--- src/rtl/cpu_pkg.sv ---
// Shared CPU constants and types for the phase-gated pipeline stages.
package cpu_pkg;

  // Instruction-cycle timing, expressed in clock phases.
  localparam int unsigned PHASES        = 10;
  localparam int unsigned PHASE_W       = 4;
  localparam int unsigned UPDATE_PHASE  = 9;
  localparam int unsigned FETCH_PHASE   = 0;
  localparam int unsigned TIMEOUT_PHASE = 7;

  // Instruction-fetch handshake states.
  typedef enum logic [1:0] {
    IDLE = 2'd0,
    REQ  = 2'd1,
    DONE = 2'd2,
    ERR  = 2'd3
  } fetch_state_t;

endpackage

--- src/rtl/pc_fetch_stage_phase_counter.sv ---
// Free-running modulo-PHASES counter that sequences one instruction cycle.
module phase_counter #(
  parameter int unsigned PHASES = 10,
  parameter int unsigned WIDTH  = 4
) (
  input  logic             clock,
  input  logic             reset,
  output logic [WIDTH-1:0] phase
);

  localparam logic [WIDTH-1:0] LAST_PHASE = WIDTH'(PHASES - 1);

  // Advance once per clock, wrapping after the last phase.
  // NOTE: reset is synchronous, so it is tested inside the clocked branch only.
  always_ff @(posedge clock) begin
    if (reset) begin
      phase <= '0;
    end else if (phase == LAST_PHASE) begin
      phase <= '0;
    end else begin
      phase <= phase + 1'b1;
    end
  end

endmodule

--- src/rtl/pc_fetch_stage.sv ---
// Program counter and instruction-fetch stage: registers next_pc once per
// instruction cycle and fetches the word at pc over a req/ack handshake.
module pc_fetch_stage
  import cpu_pkg::*;
#(
  parameter logic [31:0] RESET_PC      = 32'h0000_0000,
  parameter int unsigned PHASES        = cpu_pkg::PHASES,
  parameter int unsigned UPDATE_PHASE  = cpu_pkg::UPDATE_PHASE,
  parameter int unsigned FETCH_PHASE   = cpu_pkg::FETCH_PHASE,
  parameter int unsigned TIMEOUT_PHASE = cpu_pkg::TIMEOUT_PHASE
) (
  input  logic         clock,
  input  logic         reset,
  input  logic [31:0]  next_pc,
  input  logic         halt,
  output logic         imem_req,
  output logic [31:0]  imem_addr,
  input  logic         imem_ack,
  input  logic [31:0]  imem_rdata,
  output logic [31:0]  pc,
  output logic [31:0]  pc_plus4,
  output logic [31:0]  instr,
  output logic         instr_valid,
  output logic         fetch_error,
  output logic [PHASE_W-1:0] phase
);

  localparam logic [PHASE_W-1:0] UPD_P = PHASE_W'(UPDATE_PHASE);
  localparam logic [PHASE_W-1:0] FET_P = PHASE_W'(FETCH_PHASE);
  localparam logic [PHASE_W-1:0] TMO_P = PHASE_W'(TIMEOUT_PHASE);

  fetch_state_t state, state_next;
  logic         start_fetch;
  logic         accept;
  logic         timeout;
  logic         at_update;
  logic         at_fetch;
  logic         at_timeout;
  logic         in_window;
  logic         misaligned;

  phase_counter #(
    .PHASES (PHASES),
    .WIDTH  (PHASE_W)
  ) u_phase_counter (
    .clock (clock),
    .reset (reset),
    .phase (phase)
  );

  assign at_update  = (phase == UPD_P);
  assign at_fetch   = (phase == FET_P);
  assign at_timeout = (phase == TMO_P);
  assign in_window  = (phase <= TMO_P);
  assign misaligned = (next_pc[1:0] != 2'b00);

  // The address bus simply mirrors pc; it is only meaningful while imem_req=1.
  assign imem_addr = pc;
  assign pc_plus4  = pc + 32'd4;

  // Fetch FSM state register.
  always_ff @(posedge clock) begin
    if (reset) begin
      state <= IDLE;
    end else begin
      state <= state_next;
    end
  end

  // Next-state logic and the single-cycle control strobes it raises.
  // NOTE: every always_comb output gets a default first so no latch is inferred.
  always_comb begin
    state_next  = state;
    start_fetch = 1'b0;
    accept      = 1'b0;
    timeout     = 1'b0;
    unique case (state)
      IDLE: begin
        if (at_fetch && !halt && !fetch_error) begin
          state_next  = REQ;
          start_fetch = 1'b1;
        end
      end
      REQ: begin
        if (imem_ack && in_window) begin
          state_next = DONE;
          accept     = 1'b1;
        end else if (at_timeout) begin
          state_next = ERR;
          timeout    = 1'b1;
        end
      end
      DONE: begin
        if (at_update) begin
          state_next = IDLE;
        end
      end
      ERR: begin
        state_next = ERR;
      end
      default: begin
        state_next = IDLE;
      end
    endcase
  end

  // PC register, request line, instruction register and sticky fault.
  // NOTE: sequential state uses non-blocking assignments so all registers
  // update from the same pre-edge values.
  always_ff @(posedge clock) begin
    if (reset) begin
      pc          <= RESET_PC;
      imem_req    <= 1'b0;
      instr       <= 32'h0;
      instr_valid <= 1'b0;
      fetch_error <= 1'b0;
    end else begin
      if (start_fetch) begin
        imem_req    <= 1'b1;
        instr_valid <= 1'b0;
      end
      if (accept) begin
        imem_req    <= 1'b0;
        instr       <= imem_rdata;
        instr_valid <= 1'b1;
      end
      if (timeout) begin
        imem_req    <= 1'b0;
        fetch_error <= 1'b1;
      end
      if (at_update) begin
        if (misaligned) begin
          fetch_error <= 1'b1;
        end else if (!halt && !fetch_error) begin
          pc <= next_pc;
        end
      end
    end
  end

endmodule

--- config.mk ---
export PLATFORM = sky130hd
export DESIGN_NAME = pc_fetch_stage
export DESIGN_NICKNAME = d
export VERILOG_FILES = /design/src/rtl/cpu_pkg.sv /design/src/rtl/pc_fetch_stage_phase_counter.sv /design/src/rtl/pc_fetch_stage.sv
export SDC_FILE = /design/constraint.sdc
export NUM_CORES = 1
export LEC_CHECK = 0
export BUFFER_PORTS_ARGS = -buffer_cell sky130_fd_sc_hd__clkbuf_2
export CORE_MARGIN = 5
export CORE_UTILIZATION = 41
export CTS_BUF_LIST = sky130_fd_sc_hd__clkbuf_2 sky130_fd_sc_hd__clkbuf_4 sky130_fd_sc_hd__clkbuf_8
export DETAILED_ROUTE_END_ITERATION = 7
export GPL_TIMING_DRIVEN = 0
export PLACE_DENSITY_LB_ADDON = 0.05
export SLEW_MARGIN = 0
export SYNTH_ARGS = -nofsm -noshare
export SYNTH_HDL_FRONTEND = slang
export SYNTH_HIERARCHICAL = 1
export SYNTH_SLANG_ARGS = --single-unit
--- constraint.sdc ---
create_clock -name clock -period 1.7 [get_ports clock]
set_clock_uncertainty 0.1 [all_clocks]
set_input_delay 0 -clock clock [delete_from_list [all_inputs] [get_ports clock]]
set_output_delay 0 -clock clock [all_outputs]
set_load 0.01 [all_outputs]
== Word-level counts from Yosys, hierarchy flattened ==
Index checks and enable logic that the tools add are counted.
W data, S select, Z words.
Word-level totals
  logic and storage cells: 50
  output and inout port bits: 135
  register bits after elaboration: 73
  input port bits: 68
Cells by class
  order comparisons: 1
  add/subtract/negate cells: 2
  equal/unequal tests: 8
  reduce and logical (&&, ||, !) cells: 14
  mux-type cells: 17
  bitwise operators: 1
Operator list (number)
  $add A32 B3 Y32 const B: 1
  $mux W1: 12
  $mux W2: 4
  $pmux W2 S4: 1
  $reduce_and A3 Y1: 2
  $add A4 B1 Y4 const B: 1
  $eq A2 B2 Y1 const B: 2
  $eq A4 B3 Y1 const B: 1
  $eq A4 B4 Y1 const B: 1
  $le A4 B3 Y1 const B: 1
  $logic_and A1 B1 Y1: 4
  $logic_not A4 Y1: 1
  $ne A2 B2 Y1 const B: 2
  $reduce_bool A2 Y1: 2
  $ne A3 B3 Y1 const B: 1
  $reduce_or A3 Y1: 1
  $eq A2 B1 Y1 const B: 1
  $logic_not A1 Y1: 2
  $logic_not A2 Y1: 1
  $reduce_or A2 Y1: 1
  $not A1 Y1: 1

== Longest topological paths before layout ==
  depth in word-level cells: 7
  mapped depth: 6
  gate-level depth less buffers: 5

== Hierarchy ==
Netlist, hierarchy kept.
By module, submodules not included
  pc_fetch_stage: sequential area each 1381.3 um^2, instances 1, cells an instance 426, area each 3274.4 um^2
  phase_counter: sequential area each 80.1 um^2, instances 1, cells an instance 19, area each 180.2 um^2

== Worst setup path before layout ==
No wires, ideal clock.
  path type: register -> output
  from: reg pc[2], in the netlist imem_addr[2]
  to: out pc_plus4[24]
  arrival: 1758 ps
  buffers on the path: 1
  cell stages (with the launch flop): 7
  setup slack: -158 ps
  cells stage by stage: dfxtp_1 > ha_1 > nand3_1 > or4_4 > buf_6 > nor4_4 > xor2_1
On the way
  word-level cells in the longest chain between the ends: 1
Ends and longest elaborated chain
  start, declared: RTL line pc_fetch_stage.sv:20  | output logic [31:0] pc,
  start signal, assigned: RTL line pc_fetch_stage.sv:135  | pc <= next_pc;
  $add A32 B3 Y32: RTL line pc_fetch_stage.sv:59  | assign pc_plus4 = pc + 32'd4;
  end, declared: RTL line pc_fetch_stage.sv:21  | output logic [31:0] pc_plus4,
Every way passes these cells.

== Worst setup path after layout ==
  from: reg pc[3], in the netlist imem_addr[3]
  to: out pc_plus4[24]
Same word-level chain as after synthesis.

==> flow_metrics.py <==
metrics = {
    "global_route": {
        "grt_pass1_vias": 3943,
        "grt_max_degree": 14,
        "grt_util_all_layers_pct": 22.6,
        "antenna_found_initial": 0,
        "grt_remaining_overflow": 0,
        "grt_pass1_wl_mm": 18.8,
    },
    "pwr": {
        "p_switching_uw": 902,
        "p_leak_nw": 2.84,
        "ir_drop_mv": 0.544,
        "clockPowerShare_pct": 45.5,
        "p_seq_share_pct": 43.8,
        "swShare_pct": 22.3,
        "power.density_mw_per_mm2": 684,
        "power.share.combinational_pct": 10.6,
        "p_int_mw": 3.14,
    },
    "logic_synthesis": {
        "yosysWarnings": 6,
        "syn_area_per_cell_um2": 7.76,
        "synth_cell_types": 40,
        "synth_edf_count": 0,
        "synth_area_leaders": "dfxtp_1 (42%), nand2_1 (15%), a21oi_1 (9.4%)",
        "yosysTopAreaCell": "dfxtp_1",
        "yosysSeqAreaShare_pct": 42.3,
        "synthesis.nets": 516,
        "synth_flop_cell": "dfxtp_1",
        "async_flop_share_pct": 0,
        "synth_cells": 445,
        "ys_seq_elements": 73,
        "synth.top_cell.area_share_pct": 42.3,
        "syn_area_mm2": 0.00345,
    },
    "timing": {
        "rsz0062_at_grt": "yes",
        "layout_setup_ws_ps": -352,
        "fin_crit_ps": 2050,
        "worstMarginPinSlew_ps": 577,
        "hold_ws_ps": 262,
        "slew_headroom_pct": 61.5,
        "setup_viol": 23,
        "fin_crit_sh_pct": 121,
        "fin_setup_tns_ps": -4890,
        "slew_viol_final": 0,
        "finalHoldViolCount": 0,
        "clock.fmax_ghz": 0.487,
    },
    "placement": {
        "io_buffer_count": 202,
        "postPlaceCellArea_mm2": 0.00462,
        "gp_congestion": 0.778,
        "dpl.hpwl_mm": 8.20,
        "dp_cells": 752,
    },
    "flow_run": {
        "maxCapViolations": 0,
    },
    "worst_hold_path": {
        "hold_depth": 4,
        "hp-class": "input port to register",
        "min-delay-start": "reset",
    },
    "floorplanning": {
        "dieArea_mm2": 0.0104,
        "die_w_um": 102,
        "num_io_pins": 203,
        "initial_core_util_pct": 42.0,
        "rows": 33,
        "die_y_um": 102,
        "core-area_mm2": 0.00822,
    },
    "layout": {
        "finalNonFillerCells": 853,
        "drive_gt1_share_pct": 44.0,
        "nets": 814,
        "syn2layout_area_growth_pct": 71.0,
        "diodes": 0,
        "final_cell_area_mm2": 0.00591,
        "fillers": 698,
    },
    "critical_path": {
        "critPathRequiredTime_ps": 1600,
        "worstSetupPathType": "register to output port",
        "critPathArrivalTime_ps": 1950,
        "cp_slowest_stage_delay_ps": 500,
        "slowest_stage": "or4_4",
        "worstPathCellList": "ha_4, nand3_4, or4_4, nor4_4, xor2_1, buf_2",
        "worstReg2RegStart": "u_phase_counter/phase[2]$_SDFF_PP0_",
        "r2r_slack_ps": 120,
        "worstSetupEndpointType": "output port",
        "r2r_cells": 5,
        "worstSetupStartpointType": "register",
        "crit_fanout": 6,
        "startpoint": "imem_addr[3]$_SDFFE_PP0P_",
    },
    "routing": {
        "totalWireLength_mm": 12.1,
        "vias": 4088,
        "dr.first_iter.drc_count": 102,
        "ant_nets": 0,
        "drt-vias-per-instance": 4.79,
        "remaining_drc_errors": 0,
        "drtPass1Iterations": 4,
        "wl_per_cell_um": 14.2,
    },
    "outcome": {
        "violations": "negative setup slack",
        "outcome": "complete, but fails checks",
    },
    "clock_tree": {
        "htree_levels": 3,
        "path_clk_slew_ps": 90,
        "cts_tree": "built",
        "clkLatencyLatePin_ps": 340,
        "clockBufferDepth": 2,
        "numCtsBuffers": 9,
        "clock_sinks": 73,
        "clockRootBuffer": "clkbuf_8",
    },
}
## final timing paths
check                               end
max reg2reg  imem_addr[14]$_SDFFE_PP0P_
min              instr[16]$_SDFFE_PP0P_
max                        pc_plus4[24]
min reg2reg       instr[7]$_SDFFE_PP0P_
## metal layers
layer / share of wire [%] / wire, µm / vias to the layer above / GRT usage (%)
met5: 0 / 0 / - / 0
met2: 50 / 6130 / 165 / 40.1
met1: 39 / 4800 / 1858 / 25.9
met4: 1.9 / 230 / 0 / 8.90
li1: - / - / 2044 / -
met3: 8.1 / 989 / 21 / 5.65
## placed cells by master (no fill, tap or decap), types with 4 or more instances in the layout
cell type / instances
clkbuf_2: 195
nand2_1: 137
dlygate4sd3_1: 67
a21oi_1: 65
dfxtp_1: 52
buf_4: 49
xnor2_1: 19
buf_2: 15
dfxtp_4: 14
nor2_1: 11
clkbuf_8: 10
nand4_1: 9
nand3_1: 9
xor2_1: 9
clkbuf_1: 8
buf_6: 8
dfxtp_2: 7
and3_1: 6
inv_1: 4
bufinv_16: 4
## flip-flops by register name (all words and copies together) (netlist names)
| name | count |
|---|---|
| imem_addr | 32 |
| instr | 32 |
| u_phase_counter/phase | 4 |
| state | 2 |
| fetch_error | 1 |
| imem_req | 1 |
| instr_valid | 1 |
## layout make-up
| type | count | area, µm² | area share [%] |
|---|---|---|---|
| multi-input combinational | 309 | 1730 | 29.2 |
| clock buffer | 10 | 138 | 2.33 |
| tap | 105 | 131 | 2.22 |
| sequential | 73 | 1520 | 25.8 |
| buffer | 54 | 355 | 6.01 |
| timing repair buffer | 291 | 1880 | 31.8 |
| inverter | 5 | 18.8 | 0.318 |
| clock inverter | 6 | 138 | 2.33 |
## metrics by stage
step	util, %	worst slack [ps]	power, mW
2_1_floorplan	-	7.54	1.96
3_3_place_gp	56.3	-406	2.12
3_5_place_dp	56.3	-420	2.13
4_1_cts	70.6	-367	4.05
5_1_grt	71.9	-423	4.20
6_report	71.9	-352	4.04
## power by group through the flow
stage	clock network [mW]	logic, mW	registers (mW)
after global placement	0	0.293	1.83
after floorplan	0	0.118	1.85
after detailed placement	0	0.297	1.83
after CTS	1.85	0.423	1.77
final	1.84	0.430	1.77
after global routing	1.95	0.473	1.78
## cell families after synthesis
logic type / share of synthesized area (%)
AND/OR/NAND/NOR: 27.7
AO/OA/AOI/OAI: 11.0
flip-flops: 42.3
buffers and inverters: 10.8
XOR/XNOR: 7.10
adder cells (fa/ha/maj): 1.09
## worst max-delay path, delay by kind of cell, from the launching register on
family / cells / cell delay (ps)
AND/OR/NAND/NOR: 3 / 740
flip-flops: 1 / 380
buffers and inverters: 1 / 160
XOR/XNOR: 1 / 180
adder cells (fa/ha/maj): 1 / 150
## synth_stat cells, types with 2 or more instances
cell      number
nand2_1      138
dfxtp_1       73
a21oi_1       65
buf_4         34
clkbuf_1      23
xnor2_1       19
nor2_1        12
nand3_1       10
nand4_1        9
xor2_1         9
and3_1         8
inv_1          5
ha_1           3
nand4b_1       3
nor3_1         3
nor4_1         3
a31oi_1        2
and4_2         2
nor3b_1        2
o21ai_0        2
## what timing repair did
item | 4_1_cts | 5_1_grt
endpoints found under the setup margin | 82 | 85
pin swaps | 9 | 16
endpoints found under the hold margin | 69 | 0
buffers inserted | 16 | 6
resized for setup | 44 | 48
hold buffers | 67 | 0
(Power assumes the default switching activity.)
